==> src/rtl/ir_pkg.sv <==
// ir_pkg: shared NEC IR definitions.
// Holds the field offsets inside a 32-bit NEC frame and the decoded
// {address, command} record. Shared by the decoder and, when it is
// refactored, by the receiver.
package ir_pkg;

  // Bit offsets of each byte field in an 8-bit-per-field NEC frame.
  localparam int unsigned ADDR_LSB  = 0;
  localparam int unsigned NADDR_LSB = 8;
  localparam int unsigned CMD_LSB   = 16;
  localparam int unsigned NCMD_LSB  = 24;

  typedef struct packed {
    logic [7:0] addr;
    logic [7:0] cmd;
  } ir_cmd_t;

endpackage

==> src/rtl/ir_sync_fifo.sv <==
// ir_sync_fifo: single-clock FIFO with a registered "last popped" word.
// Ports:
//   clk, rst_n     clock, synchronous active-low reset
//   clr            synchronous clear (empties FIFO; wins over push)
//   push/push_data write request and data (dropped when full unless popping)
//   pop            read request (ignored when empty)
//   head_data      head entry, or the last popped entry while empty
//   count          occupancy, full, empty
module ir_sync_fifo #(
  parameter int unsigned WIDTH = 16,
  parameter int unsigned DEPTH = 4
) (
  input  logic                       clk,
  input  logic                       rst_n,
  input  logic                       clr,
  input  logic                       push,
  input  logic [WIDTH-1:0]           push_data,
  input  logic                       pop,
  output logic [WIDTH-1:0]           head_data,
  output logic [$clog2(DEPTH):0]     count,
  output logic                       full,
  output logic                       empty
);

  localparam int unsigned AW = $clog2(DEPTH);
  localparam int unsigned CW = AW + 1;

  logic [WIDTH-1:0] mem_q [DEPTH];
  logic [WIDTH-1:0] mem_d [DEPTH];
  logic [AW-1:0]    wr_ptr_q, wr_ptr_d;
  logic [AW-1:0]    rd_ptr_q, rd_ptr_d;
  logic [CW-1:0]    count_q, count_d;
  logic [WIDTH-1:0] last_q, last_d;
  logic             do_push, do_pop;

  always_comb begin
    empty   = (count_q == '0);
    full    = (count_q == CW'(DEPTH));
    do_pop  = pop & ~empty;
    // A pop in the same cycle frees the slot, so a full FIFO still accepts.
    do_push = push & (~full | do_pop);

    mem_d    = mem_q;
    wr_ptr_d = wr_ptr_q;
    rd_ptr_d = rd_ptr_q;
    count_d  = count_q;
    last_d   = last_q;

    if (clr) begin
      wr_ptr_d = '0;
      rd_ptr_d = '0;
      count_d  = '0;
    end else begin
      if (do_push) begin
        mem_d[wr_ptr_q] = push_data;
        wr_ptr_d        = wr_ptr_q + AW'(1);
      end
      if (do_pop) begin
        last_d   = mem_q[rd_ptr_q];
        rd_ptr_d = rd_ptr_q + AW'(1);
      end
      count_d = count_q + CW'(do_push) - CW'(do_pop);
    end
  end

  always_ff @(posedge clk) begin
    if (!rst_n) begin
      for (int unsigned i = 0; i < DEPTH; i++) begin
        mem_q[i] <= '0;
      end
      wr_ptr_q <= '0;
      rd_ptr_q <= '0;
      count_q  <= '0;
      last_q   <= '0;
    end else begin
      mem_q    <= mem_d;
      wr_ptr_q <= wr_ptr_d;
      rd_ptr_q <= rd_ptr_d;
      count_q  <= count_d;
      last_q   <= last_d;
    end
  end

  // While empty the read pointer already points past the popped word,
  // so the held value comes from last_q instead of memory.
  assign head_data = empty ? last_q : mem_q[rd_ptr_q];
  assign count     = count_q;

endmodule

==> src/rtl/ir_cmd_decoder.sv <==
// ir_cmd_decoder: post-processing of NEC receiver frames.
// Detects each newly decoded frame, validates address/command against
// their inverses, applies an optional address filter and queues accepted
// {address, command} pairs in a FIFO with a ready/valid output.
// Ports:
//   i_clkDiv_dec_clk   clock; i_dec_rst_n synchronous active-low reset
//   i_dec_frame_valid  receiver valid level; i_dec_frame receiver frame
//   i_dec_clr          clears FIFO, overflow flag and error counter
//   i_dec_ready        consumer ready
//   o_dec_valid/addr/cmd  FIFO head handshake
//   o_dec_count        FIFO occupancy
//   o_dec_overflow     sticky: accepted frame dropped on a full FIFO
//   o_dec_err_cnt      saturating count of frames failing validation
module ir_cmd_decoder
  import ir_pkg::*;
#(
  parameter int unsigned           DATA_WIDTH     = 8,
  parameter int unsigned           FIFO_DEPTH     = 4,
  parameter int unsigned           ADDR_CHK_EN    = 1,
  parameter int unsigned           ADDR_FILTER_EN = 0,
  parameter logic [DATA_WIDTH-1:0] ADDR_MATCH     = '0
) (
  input  logic                          i_clkDiv_dec_clk,
  input  logic                          i_dec_rst_n,
  input  logic                          i_dec_frame_valid,
  input  logic [DATA_WIDTH*4-1:0]       i_dec_frame,
  input  logic                          i_dec_clr,
  input  logic                          i_dec_ready,
  output logic                          o_dec_valid,
  output logic [DATA_WIDTH-1:0]         o_dec_addr,
  output logic [DATA_WIDTH-1:0]         o_dec_cmd,
  output logic [$clog2(FIFO_DEPTH):0]   o_dec_count,
  output logic                          o_dec_overflow,
  output logic [7:0]                    o_dec_err_cnt
);

  localparam int unsigned FW     = DATA_WIDTH * 4;
  // Package offsets are for 8-bit fields; scale them to DATA_WIDTH.
  localparam int unsigned A_OFS  = ADDR_LSB  * DATA_WIDTH / 8;
  localparam int unsigned NA_OFS = NADDR_LSB * DATA_WIDTH / 8;
  localparam int unsigned C_OFS  = CMD_LSB   * DATA_WIDTH / 8;
  localparam int unsigned NC_OFS = NCMD_LSB  * DATA_WIDTH / 8;

  // Stage A
  logic          valid_q, valid_d, valid_qq, valid_dd;
  logic [FW-1:0] frame_q, frame_d, frame_qq, frame_dd;
  // Stage B
  logic                  ev_b_q, ev_b_d;
  logic                  ok_b_q, ok_b_d;
  logic [DATA_WIDTH-1:0] addr_b_q, addr_b_d;
  logic [DATA_WIDTH-1:0] cmd_b_q, cmd_b_d;
  // Status
  logic       overflow_q, overflow_d;
  logic [7:0] err_cnt_q, err_cnt_d;

  logic                  new_ev, frame_ok, filter_pass, push, pop;
  logic [DATA_WIDTH-1:0] f_addr, f_naddr, f_cmd, f_ncmd;
  logic [2*DATA_WIDTH-1:0] head_data;
  logic                  fifo_full, fifo_empty;

  always_comb begin
    valid_d  = i_dec_frame_valid;
    frame_d  = i_dec_frame;
    valid_dd = valid_q;
    frame_dd = frame_q;

    f_addr  = frame_q[A_OFS  +: DATA_WIDTH];
    f_naddr = frame_q[NA_OFS +: DATA_WIDTH];
    f_cmd   = frame_q[C_OFS  +: DATA_WIDTH];
    f_ncmd  = frame_q[NC_OFS +: DATA_WIDTH];

    new_ev   = valid_q & (~valid_qq | (frame_q != frame_qq));
    frame_ok = (f_cmd == ~f_ncmd) & ((ADDR_CHK_EN == 0) | (f_addr == ~f_naddr));

    ev_b_d   = new_ev;
    ok_b_d   = frame_ok;
    addr_b_d = f_addr;
    cmd_b_d  = f_cmd;

    filter_pass = (ADDR_FILTER_EN == 0) | (addr_b_q == ADDR_MATCH);
    push        = ev_b_q & ok_b_q & filter_pass;
    pop         = ~fifo_empty & i_dec_ready;

    err_cnt_d  = err_cnt_q;
    overflow_d = overflow_q;
    if (i_dec_clr) begin
      err_cnt_d  = '0;
      overflow_d = 1'b0;
    end else begin
      if (new_ev && !frame_ok && err_cnt_q != 8'hFF) begin
        err_cnt_d = err_cnt_q + 8'd1;
      end
      if (push && fifo_full && !pop) begin
        overflow_d = 1'b1;
      end
    end
  end

  always_ff @(posedge i_clkDiv_dec_clk) begin
    if (!i_dec_rst_n) begin
      valid_q    <= 1'b0;
      frame_q    <= '0;
      valid_qq   <= 1'b0;
      frame_qq   <= '0;
      ev_b_q     <= 1'b0;
      ok_b_q     <= 1'b0;
      addr_b_q   <= '0;
      cmd_b_q    <= '0;
      overflow_q <= 1'b0;
      err_cnt_q  <= '0;
    end else begin
      valid_q    <= valid_d;
      frame_q    <= frame_d;
      valid_qq   <= valid_dd;
      frame_qq   <= frame_dd;
      ev_b_q     <= ev_b_d;
      ok_b_q     <= ok_b_d;
      addr_b_q   <= addr_b_d;
      cmd_b_q    <= cmd_b_d;
      overflow_q <= overflow_d;
      err_cnt_q  <= err_cnt_d;
    end
  end

  ir_sync_fifo #(
    .WIDTH (2 * DATA_WIDTH),
    .DEPTH (FIFO_DEPTH)
  ) u_fifo (
    .clk       (i_clkDiv_dec_clk),
    .rst_n     (i_dec_rst_n),
    .clr       (i_dec_clr),
    .push      (push),
    .push_data ({addr_b_q, cmd_b_q}),
    .pop       (pop),
    .head_data (head_data),
    .count     (o_dec_count),
    .full      (fifo_full),
    .empty     (fifo_empty)
  );

  assign o_dec_valid    = ~fifo_empty;
  assign o_dec_addr     = head_data[2*DATA_WIDTH-1:DATA_WIDTH];
  assign o_dec_cmd      = head_data[DATA_WIDTH-1:0];
  assign o_dec_overflow = overflow_q;
  assign o_dec_err_cnt  = err_cnt_q;

endmodule

==> config.mk <==
export PLATFORM = sky130hd
export DESIGN_NAME = ir_cmd_decoder
export DESIGN_NICKNAME = d
export VERILOG_FILES = /design/src/rtl/ir_pkg.sv /design/src/rtl/ir_sync_fifo.sv /design/src/rtl/ir_cmd_decoder.sv
export SDC_FILE = /design/constraint.sdc
export NUM_CORES = 1
export LEC_CHECK = 0
export ABC_AREA = 1
export CAP_MARGIN = 25
export CORE_AREA = 2 2 133 135
export CTS_BUF_LIST = sky130_fd_sc_hd__clkbuf_16
export CTS_CLUSTER_DIAMETER = 60
export DETAILED_ROUTE_END_ITERATION = 12
export DIE_AREA = 0 0 135 137
export GPL_ROUTABILITY_DRIVEN = 0
export PLACE_DENSITY = 0.69
export SLEW_MARGIN = 20
export SYNTH_ARGS = -nofsm -noshare
export SYNTH_HDL_FRONTEND = slang
export SYNTH_HIERARCHICAL = 1
export SYNTH_SLANG_ARGS = --single-unit
export TNS_END_PERCENT = 100
==> constraint.sdc <==
create_clock -name i_clkDiv_dec_clk -period 3.2 [get_ports i_clkDiv_dec_clk]
set_input_delay 0.32 -clock i_clkDiv_dec_clk [delete_from_list [all_inputs] [get_ports i_clkDiv_dec_clk]]
set_output_delay 0.32 -clock i_clkDiv_dec_clk [all_outputs]
set_load 0.02 [all_outputs]
==> impl_results.md <==
* Outcome: finished, final reports clean
* Placed inst area at 8270 um2
* Clk root buf: clkbuf_16
* Final core occ at 51.9%
* FF-to-FF Start: u_fifo/count[1]
* DRC Markers at 0
* Count leader, synth: nand2_1
* Syn Inst Count at 1138
* Max Freq at 333 MHz
* Worst Max-Slew Pin Slew at 866 ps
* Post-synthesis cell type count at 33
* Hold Path Stages at 3
* Tcrit/Tclk final at 93.8%
* Max Cap Violations at 0
* Post-layout min period at 3000 ps
* Number of global-route vias before repair at 5363
* Worst skew pair latency at 430 ps
* Unrepaired setup endpoints after global routing: no
* Die footprint at 18500 um2
* Area grow syn2layout at 17.8%
* Largest net degree at the start of global routing at 70
* Worst-path clk slew at 70 ps
* Hold WC Path Type: input pin to flip-flop
* Total core area at 17100 um2
* Placed cell count at 1388
* Syn. warnings at 6
* Final setup fails at 0
* Num Clock Sinks at 164
* Via count at 6270
* Worst rel slew slack at 42.1%
* TritonCTS clock tree: built
* Starting Density at 44.1%
* Proportion of layout cells with a drive suffix above 1 at 4.94%
* Final Hold Fails at 0
* Area share of the leading cell type in the synthesized netlist at 43.7%
* Worst-case reg-to-reg path depth at 13
* Port Buffers at 65
* Leakage at 4.74 nW
* Dominant cell type by area after synthesis: dfxtp_1
* 1st-pass router iterations at 5
* Largest cells by area after synthesis: dfxtp_1 (44%), nand2_1 (16%), nor2_1 (11%)
* Die H at 137 um
* N_diodes at 0
* Routed WL at 15.4 mm
* WP data arrival at 2680 ps
* Setup TNS at 0 ps
* # rows at 48
* I/O Pins at 66
* Synth Flop Type: dfxtp_1
* P per Cell Area at 495 nW/um2
* CTS-repair resized insts at 0
* Critical Path Start Type: flip-flop
* Chip width at 135 um
* Syn_area_per_cell at 6.61 um2
* RR Endpoint: u_fifo/count[2]
* First-pass GRT wire length at 25.8 mm
* Clock Skews at 24.0 ps
* Hold WS at 416 ps
* Post-synth EDFFs at 0
* Seq cells post-synth at 164
* Routed vias/inst at 4.42
* Crit end category: output pin
* Cts bufs inserted at 17
* Net Count, Synth at 1183
* Maximum net fanout on the critical path at 19
* Synth cell count leaders: nand2_1 (320), nor2_1 (215), inv_1 (206)
* Critical Path RT at 2880 ps
* Fin area at 8860 um2
* Ys async rst share at 0%
* Initial antenna violation count at 0
* Non-Filler Instances at 1420
* Longest Clk Path Bufs at 2
* WL/cell at 10.8 um
* H-Tree Depth at 4
* Hold Startpoint: i_dec_frame[3]
* Setup repair bufs after CTS at 0
* Peak VDD IR at 0.372 mV
* Final nets at 1227
* GRT Total Usage at 17.3%
* WHS Endpoint: frame_dd[3]
* Slew Limit Fails at 0
* Seq/Total Area, Yosys at 43.7%
* Total grt overflow at 0
* Final ANT Viol Nets at 0
* DRC marker count from the first detailed-route iteration at 370
* R2R setup slack at 710 ps
* Post-Syn Area at 7520 um2
* Fillcell total at 1714
* CTS Hold Bufs at 0
* WS Path Type: flip-flop to output pin
* Post-DP HPWL at 10.5 mm
[power by group]
part           switching, mW  internal [mW]
combinational          0.109         0.0979
sequential            0.0477           2.08
clock                  0.878           1.17
[cells by family (layout without fill, tap and decap cells)]
kind of cell    count (synthesis)  after routing  synth area share, %
compound gates                106            106                 7.45
xor+xnor                       26             26                 3.03
fa+ha+maj                       8              8                 1.43
buf+inv                       259            316                 13.6
flops                         164            164                 43.7
simple gates                  575            575                 30.8
[worst max-delay path by stage]
stage / endpoint / startpoint / slack [ps]
final: o_dec_addr[0] / u_fifo/rd_ptr_q[1] / 200
after global placement: u_fifo/count[2] / i_dec_ready / 590
after CTS: o_dec_addr[3] / u_fifo/rd_ptr_q[1] / 170
after global routing: o_dec_addr[4] / u_fifo/rd_ptr_q[1] / 7
after floorplan: u_fifo/count[2] / u_fifo/count[1] / 400
after detailed placement: u_fifo/count[2] / i_dec_ready / 530
[per-layer routing]
metal | part of all wire (%) | wire length, um | up-vias | GRT usage [%]
met2 | 41 | 6380 | 122 | 25.9
met3 | 3.6 | 559 | 15 | 4.07
met4 | 1.9 | 286 | 0 | 5.50
met1 | 53 | 8150 | 2675 | 24.6
li1 | - | - | 3458 | -
met5 | 0 | 0 | - | 0
[state kept, by name, summed over array words and instances, names as in the netlist]
name             flops
valid_dd             1
u_fifo/rd_ptr_q      2
ev_b_q               1
o_dec_overflow       1
u_fifo/wr_ptr_q      2
o_dec_err_cnt        8
u_fifo/count         3
u_fifo/mem_q        64
ok_b_q               1
u_fifo/last_q       16
valid_qq             1
frame_qq            32
frame_dd            32
[layout by cell type, fill, tap and decap left out]
cell type,instances
nand2_1,320
nor2_1,215
inv_1,206
dfxtp_1,164
clkdlybuf4s50_1,64
o21ai_0,38
a21oi_1,36
a31oi_1,17
clkbuf_16,17
xnor2_1,16
o21ai_1,11
nand4_1,10
xor2_1,10
nand3_1,8
inv_6,8
ha_1,7
inv_2,6
buf_4,6
nor3_1,4
nand4_2,4
clkinv_1,3
nor2_2,3
nand3_2,3
o22ai_1,2
or2_1,2
nor2_4,2
clkinv_4,2
bufinv_16,2
nand2_4,2
o221ai_1,1
nor3_2,1
o21a_1,1
clkinv_2,1
inv_8,1
nor2_8,1
fa_1,1
[area by class of cell]
cell class / count / area [um2] / share of cell area (%)
Tap cell: 225 / 282 / 3.18
Clock inverter: 15 / 168 / 1.89
Clock buffer: 17 / 425 / 4.80
Timing Repair Buffer: 70 / 686 / 7.74
Sequential cell: 164 / 3280 / 37.1
Multi-Input combinational cell: 715 / 3210 / 36.3
Inverter: 214 / 803 / 9.07
[worst max-delay path, cell delays in order, from the launching register on]
cell             delay, ps
dfxtp_1                780
inv_2                  320
a21oi_1                190
o21ai_0                140
a31oi_1                200
clkdlybuf4s50_1        630
[metrics by stage]
| step | power [mW] | worst slack, ps |
|---|---|---|
| after floorplan | 2.29 | 398 |
| after CTS | 4.44 | 172 |
| final | 4.39 | 200 |
| after detailed placement | 2.39 | 531 |
| after global routing | 4.56 | 6.50 |
| after global placement | 2.38 | 593 |
Power figures use the tool's default switching activity.
